### src/rtl/shift_add_mult_ctrl.sv
// shift_add_mult_ctrl
//   Unsigned W x W multiplier built around one external full-adder cell.
//   Shift-and-add: each multiplier bit costs W bit-serial ADD cycles
//   (LSB first, registered carry) plus one SHIFT cycle that moves the
//   accumulator LSB into the vacated multiplier MSB. After W iterations
//   {acc, mplier} holds the 2W-bit product.
// Ports
//   clk, rst_n         clock, async active-low reset
//   start, a, b        request + operands (sampled only in IDLE)
//   fa_x/fa_y/fa_cin   drive to the external one_bit_adder
//   fa_z/fa_cout       sum / carry back from the adder
//   busy               high during ADD and SHIFT
//   done               one-cycle pulse, product valid
//   product            result register, held until the next result
module shift_add_mult_ctrl #(
  parameter int W = 4
) (
  input  logic           clk,
  input  logic           rst_n,
  input  logic           start,
  input  logic [W-1:0]   a,
  input  logic [W-1:0]   b,
  output logic           fa_x,
  output logic           fa_y,
  output logic           fa_cin,
  input  logic           fa_z,
  input  logic           fa_cout,
  output logic           busy,
  output logic           done,
  output logic [2*W-1:0] product
);

  localparam int CW = (W > 1) ? $clog2(W) : 1;
  localparam logic [CW-1:0] LAST = CW'(W - 1);

  typedef enum logic [1:0] {S_IDLE, S_ADD, S_SHIFT, S_DONE} state_t;

  state_t           state_q, state_d;
  logic [W-1:0]     mcand_q, mcand_d;
  logic [W-1:0]     mplier_q, mplier_d;
  logic [W-1:0]     acc_q, acc_d;
  logic             carry_q, carry_d;
  logic [CW-1:0]    bitcnt_q, bitcnt_d;
  logic [CW-1:0]    itercnt_q, itercnt_d;
  logic [2*W-1:0]   product_q, product_d;
  logic             busy_q, busy_d, done_q, done_d;
  logic             fa_x_q, fa_x_d, fa_y_q, fa_y_d, fa_cin_q, fa_cin_d;

  always_comb begin
    state_d   = state_q;
    mcand_d   = mcand_q;
    mplier_d  = mplier_q;
    acc_d     = acc_q;
    carry_d   = carry_q;
    bitcnt_d  = bitcnt_q;
    itercnt_d = itercnt_q;
    product_d = product_q;
    case (state_q)
      S_IDLE: begin
        if (start) begin
          mcand_d   = a;
          mplier_d  = b;
          acc_d     = '0;
          carry_d   = 1'b0;
          bitcnt_d  = '0;
          itercnt_d = '0;
          state_d   = S_ADD;
        end
      end
      S_ADD: begin
        // Sum bit enters at the top; mcand rotates so it is realigned
        // after W cycles.
        acc_d   = {fa_z, acc_q[W-1:1]};
        mcand_d = {mcand_q[0], mcand_q[W-1:1]};
        carry_d = fa_cout;
        if (bitcnt_q == LAST) begin
          bitcnt_d = '0;
          state_d  = S_SHIFT;
        end else begin
          bitcnt_d = bitcnt_q + 1'b1;
        end
      end
      S_SHIFT: begin
        acc_d    = {carry_q, acc_q[W-1:1]};
        mplier_d = {acc_q[0], mplier_q[W-1:1]};
        carry_d  = 1'b0;
        if (itercnt_q == LAST) begin
          // Post-shift {acc, mplier}, built from the pre-shift registers.
          product_d = {carry_q, acc_q, mplier_q[W-1:1]};
          state_d   = S_DONE;
        end else begin
          itercnt_d = itercnt_q + 1'b1;
          state_d   = S_ADD;
        end
      end
      S_DONE:  state_d = S_IDLE;
      default: state_d = S_IDLE;
    endcase

    // Outputs are registered from next-state values so they line up with
    // the state they describe and carry no combinational path from fa_z.
    busy_d   = (state_d == S_ADD) || (state_d == S_SHIFT);
    done_d   = (state_d == S_DONE);
    fa_x_d   = (state_d == S_ADD) & acc_d[0];
    fa_y_d   = (state_d == S_ADD) & mcand_d[0] & mplier_d[0];
    fa_cin_d = (state_d == S_ADD) & carry_d;
  end

  always_ff @(posedge clk or negedge rst_n) begin
    if (!rst_n) begin
      state_q   <= S_IDLE;
      mcand_q   <= '0;
      mplier_q  <= '0;
      acc_q     <= '0;
      carry_q   <= 1'b0;
      bitcnt_q  <= '0;
      itercnt_q <= '0;
      product_q <= '0;
      busy_q    <= 1'b0;
      done_q    <= 1'b0;
      fa_x_q    <= 1'b0;
      fa_y_q    <= 1'b0;
      fa_cin_q  <= 1'b0;
    end else begin
      state_q   <= state_d;
      mcand_q   <= mcand_d;
      mplier_q  <= mplier_d;
      acc_q     <= acc_d;
      carry_q   <= carry_d;
      bitcnt_q  <= bitcnt_d;
      itercnt_q <= itercnt_d;
      product_q <= product_d;
      busy_q    <= busy_d;
      done_q    <= done_d;
      fa_x_q    <= fa_x_d;
      fa_y_q    <= fa_y_d;
      fa_cin_q  <= fa_cin_d;
    end
  end

  assign busy    = busy_q;
  assign done    = done_q;
  assign product = product_q;
  assign fa_x    = fa_x_q;
  assign fa_y    = fa_y_q;
  assign fa_cin  = fa_cin_q;

endmodule

### config.mk
export PLATFORM = sky130hd
export DESIGN_NAME = shift_add_mult_ctrl
export DESIGN_NICKNAME = d
export VERILOG_FILES = /design/src/rtl/shift_add_mult_ctrl.sv
export SDC_FILE = /design/constraint.sdc
export NUM_CORES = 1
export LEC_CHECK = 0
export CORE_ASPECT_RATIO = 1.1
export CORE_MARGIN = 4
export CORE_UTILIZATION = 45
export DETAILED_ROUTE_END_ITERATION = 8
export PLACE_DENSITY = 0.67
export SYNTH_ARGS = -nofsm -noshare
export SYNTH_HDL_FRONTEND = slang
export SYNTH_SLANG_ARGS = --single-unit
### constraint.sdc
create_clock -name clk -period 2.5 [get_ports clk]
set_input_delay 0.375 -clock clk [delete_from_list [all_inputs] [get_ports clk]]
set_output_delay 0.375 -clock clk [all_outputs]
set_load 0.01 [all_outputs]
# ---- After elaboration in Yosys (flattened, before gate mapping)
# Cells that the tools add are included.
dict set report op_classes {
  n_addsub 2
  n_eq_ne 10
  muxes 17
  bitwise_logic 4
  reduce_logical 10
}
# operator n
set op_table {}
lappend op_table {{$pmux W4 S2} 2}
lappend op_table {{$eq A2 B2 Y1 const B} 6}
lappend op_table {{$mux W2} 6}
lappend op_table {{$mux W4} 3}
lappend op_table {{$pmux W4 S3} 1}
lappend op_table {{$pmux W2 S2} 2}
lappend op_table {{$pmux W2 S4} 1}
lappend op_table {{$reduce_and A2 Y1} 4}
lappend op_table {{$add A2 B1 Y2 const B} 2}
lappend op_table {{$and A1 B1 Y1} 4}
lappend op_table {{$eq A2 B1 Y1 const B} 2}
lappend op_table {{$ne A2 B2 Y1 const B} 2}
lappend op_table {{$reduce_bool A2 Y1} 2}
lappend op_table {{$pmux W1 S3} 1}
lappend op_table {{$reduce_and A3 Y1} 1}
lappend op_table {{$reduce_bool A3 Y1} 1}
lappend op_table {{$logic_not A2 Y1} 1}
lappend op_table {{$logic_or A1 B1 Y1} 1}
lappend op_table {{$mux W1} 1}
dict set report word_totals {
  reg_bits 32
}

# ---- Logic depth before layout (Yosys ltp)
dict set report depth {
  depth_word 6
  ltp_mapped 8
  mapped_depth_nobuf 6
}

# ---- Worst setup path after synthesis
# No wires, ideal clock.
dict set report synth_path {
  path_type {register to register}
  from {reg state_q[1]}
  to {reg fa_y_q, in the netlist fa_y}
  setup_ns 0.094
  t_arrival_ns 1.643
  t_required_ns 2.406
  path_slack_ns 0.763
  path_stages_with_launch 9
  period_less_slack_ns 1.737
  path_cell_list {dfrtp_1 > buf_6 > buf_8 > buf_2 > o21a_1 > nor2_1 > ha_1 > o21ai_0 > nor4b_4}
}
dict set report synth_between {
  elab_chain_cells 5
}
# element line
set synth_rtl {}
lappend synth_rtl {{from (decl)} 38} ;# state_t state_q, state_d;
lappend synth_rtl {{from (signal assigned)} 125} ;# state_q <= state_d;
lappend synth_rtl {{$eq A2 B2 Y1 (tied with other cells)} 58} ;# case (state_q)
lappend synth_rtl {{$pmux W2 S4 (*)} 58}
lappend synth_rtl {{via state_d[0]} 38}
lappend synth_rtl {{$eq A2 B1 Y1 (*)} 105} ;# fa_y_d = (state_d == S_ADD) & mcand_d[0] & mplier_d[0];
lappend synth_rtl {{$and A1 B1 Y1 (*) (2 in a row)} 105}
lappend synth_rtl {{via fa_y_d} 47} ;# logic fa_x_q, fa_x_d, fa_y_q, fa_y_d, fa_cin_q, fa_cin_d;
lappend synth_rtl {{to (signal assigned)} 136} ;# fa_y_q <= fa_y_d;
lappend synth_rtl {{to (decl)} 47}
# Mark *: on every way through the listed nets, which the timed path passes. The rest lies on a longest branch.
# A chain may end at the register's enable or synchronous reset.

# ---- Worst setup path in the final report
dict set report layout_path {
  from {reg state_q[1]}
  to {reg fa_cin_q, in the netlist fa_cin}
}
dict set report layout_between {
  elab_chain_cells 4
}
# element line
set layout_rtl {}
lappend layout_rtl {{$eq A2 B2 Y1 (tied with other cells)} 58}
lappend layout_rtl {{$pmux W2 S4} 58}
lappend layout_rtl {{$eq A2 B1 Y1} 106} ;# fa_cin_d = (state_d == S_ADD) & carry_d;
lappend layout_rtl {{$and A1 B1 Y1 (*)} 106}
lappend layout_rtl {{via fa_cin_d} 47}
lappend layout_rtl {{to (signal assigned)} 137} ;# fa_cin_q <= fa_cin_d;
lappend layout_rtl {{to (decl)} 47}
# Marked as above.

==> results.cfg <==
[status]
outcome = finished clean

[timing]
grt_setup_unrepaired = false
whs_ns = 0.430
period_needed_ns = 1.97
max_slew_margin_pct = 58.0
fmax_mhz = 508
setup_viol = 0
fin_skew_ns = 0.00564
worst-slew-pin-transition_ns = 0.629
finalHoldViolations = 0
fin_setup_tns_ns = 0
min_period_over_period_pct = 78.7
timing.final.ws_setup_ns = 0.533
drv_slew = 0

[final_layout]
most-common-layout-cells = dfrtp_1, clkdlybuf4s50_1, o21ai_0
layout_commonest_cell = dfrtp_1
drive_above_1_share_pct = 21.4
design_area_um2 = 1920
fill_cells = 311
area_growth_pct = 21.7
postLayoutCoreUtil_pct = 57.1
seq_area_um2 = 801
n_antenna_cell = 0
layout.nets = 176
multi_input_area_um2 = 693
fin_cells = 207

[worst_setup_path]
crit_required_ns = 2.72
worst_setup_path_end_kind = flip-flop
path_class = flip-flop to flip-flop
worstPathMaxFanout = 19
crit_path_start_kind = flip-flop
crit_arrival_ns = 2.19

[clock_tree]
post-cts-setup-buffers = 0
clock-sinks = 32
cts_inserted_buffers = 5
clockRootBuffer = clkbuf_4
cts_tree = yes
htreeDepth = 2
post_cts_resize_count = 0
clock_path_buffers = 2
clk_latency_ns = 0.33
clkTransAtPathRegs_ns = 0.09
hold_buffers = 0

[grt]
grt_start_max_net_pins = 33
use_met2_pct = 22.0
grt_pass1_wl_mm = 5.45
grt_antenna_before_repair = 0
grt_pass1_vias = 1125
use_met3_pct = 6.43
overflow = 0
use_met1_pct = 21.6
busiest_layer = met2
track_usage_pct = 15.5

[floorplan]
fp.coreArea_um2 = 3360
io_pins = 26
die_y_um = 70.1
initial_core_util_pct = 46.9
dieArea_um2 = 4520
die_width_um = 64.4
rows = 22

[pwr]
switchingPower_uw = 773
power.internal_mw = 1.33
pwr-share-comb_pct = 41.7
p_leak_nw = 0.870
sequentialPowerShare_pct = 42.8
swShare_pct = 36.7
peakVddDrop_mv = 0.507
p_total_mw = 2.11
pwr-share-clk_pct = 15.5
cellPowerDensity_nw_per_um2 = 1100

[yosys]
async_flop_share_pct = 100
ys_types = 40
synth_seq_cells = 32
synth_cells = 129
syn_avg_cell_area_um2 = 12.2
synth_ff_type = dfrtp_1
yosys_warnings = 0
yosysSeqAreaShare_pct = 50.8
synth_edf_count = 0
synth_nets = 146
syn-cell-area_um2 = 1580

[route]
route.detailed.drc = 0
firstDrtPassIters = 4
vias = 1095
wl_per_cell_um = 14.8
drtIter0Drc = 57
wl_mm = 3.07
vias_per_cell = 5.29
ant_nets = 0

[placed_design]
place_inst = 200
hpwlAfterDp_mm = 2.14
placed_area_um2 = 1850
place_congestion = 0.725
io_buffer_count = 25
dp_slack_ns = 0.566

[run]
maxCapViolCount = 0

[min_path]
min_path_type = input pin to async pin
-- worst paths after layout --
check                           cells past startpoint  slack, ns          end   startpoint
worst min-delay path                                2       0.43   mcand_q[2]        rst_n
worst max register to register                      6       0.53       fa_cin   state_q[1]
worst max-delay path                                6       0.53       fa_cin   state_q[1]
min in group clk                                    1       0.50  bitcnt_q[0]  bitcnt_q[0]
max in group asynchronous                           2       1.78   product[2]        rst_n
worst min register to register                      1       0.50  bitcnt_q[0]  bitcnt_q[0]
-- synth_stat cells (3+ instances only) --
| cell type | instances | area share, % |
|---|---|---|
| dfrtp_1 | 32 | 51 |
| o21ai_0 | 10 | 3.2 |
| nand2_1 | 9 | 2.1 |
| mux2_2 | 8 | 5.7 |
| a21oi_1 | 7 | 2.2 |
| a22oi_1 | 7 | 3.3 |
| nor2_1 | 7 | 1.7 |
| ha_1 | 4 | 3.2 |
| mux2i_1 | 4 | 2.5 |
| a221oi_1 | 3 | 1.7 |
| and2b_2 | 3 | 1.7 |
| buf_6 | 3 | 2.1 |
| inv_1 | 3 | 0.71 |
-- cells by family after synthesis --
logic type / after synthesis / share of synthesized area (%)
compound gates: 38 / 18.3
buf+inv: 10 / 5.24
fa+ha+maj: 4 / 3.17
mux: 12 / 8.25
flops: 32 / 50.8
simple gates: 33 / 14.2
-- final cells by class --
class	count	share of cell area [%]
Clock buffer	7	3.39
Multi-Input combinational cell	87	36.1
Tap cell	48	3.13
Sequential cell	32	41.7
Timing Repair Buffer	30	15.0
Inverter	3	0.587
-- power by group through the flow --
stage | logic [mW] | clock network (mW) | registers (mW)
after global placement | 0.867 | 0 | 0.902
final | 0.879 | 0.326 | 0.901
after global routing | 0.990 | 0.369 | 0.933
after detailed placement | 0.885 | 0 | 0.910
after CTS | 0.895 | 0.338 | 0.903
after floorplan | 0.674 | 0 | 0.869
-- per-layer routing --
layer / part of all wire [%] / up-vias
met2: 46 / 35
met1: 46 / 527
li1: - / 527
met5: 0 / -
met4: 1.4 / 0
met3: 6.7 / 6
-- flip-flops by register name, summed over array words and instances, names as in the netlist --
register / cells
product: 8
acc_q: 4
mcand_q: 4
mplier_q: 4
bitcnt_q: 2
itercnt_q: 2
state_q: 2
busy: 1
carry_q: 1
done: 1
fa_cin: 1
fa_x: 1
fa_y: 1
-- worst max-delay path, cell delays in order (launching register included) --
cell and delay, ns:
dfrtp_1 0.62, nor2b_2 0.37, nand2_1 0.11, and2_1 0.17, ha_1 0.23, and3_1 0.17
a31o_1 0.18
No activity file was read; power rests on OpenSTA's default activity.
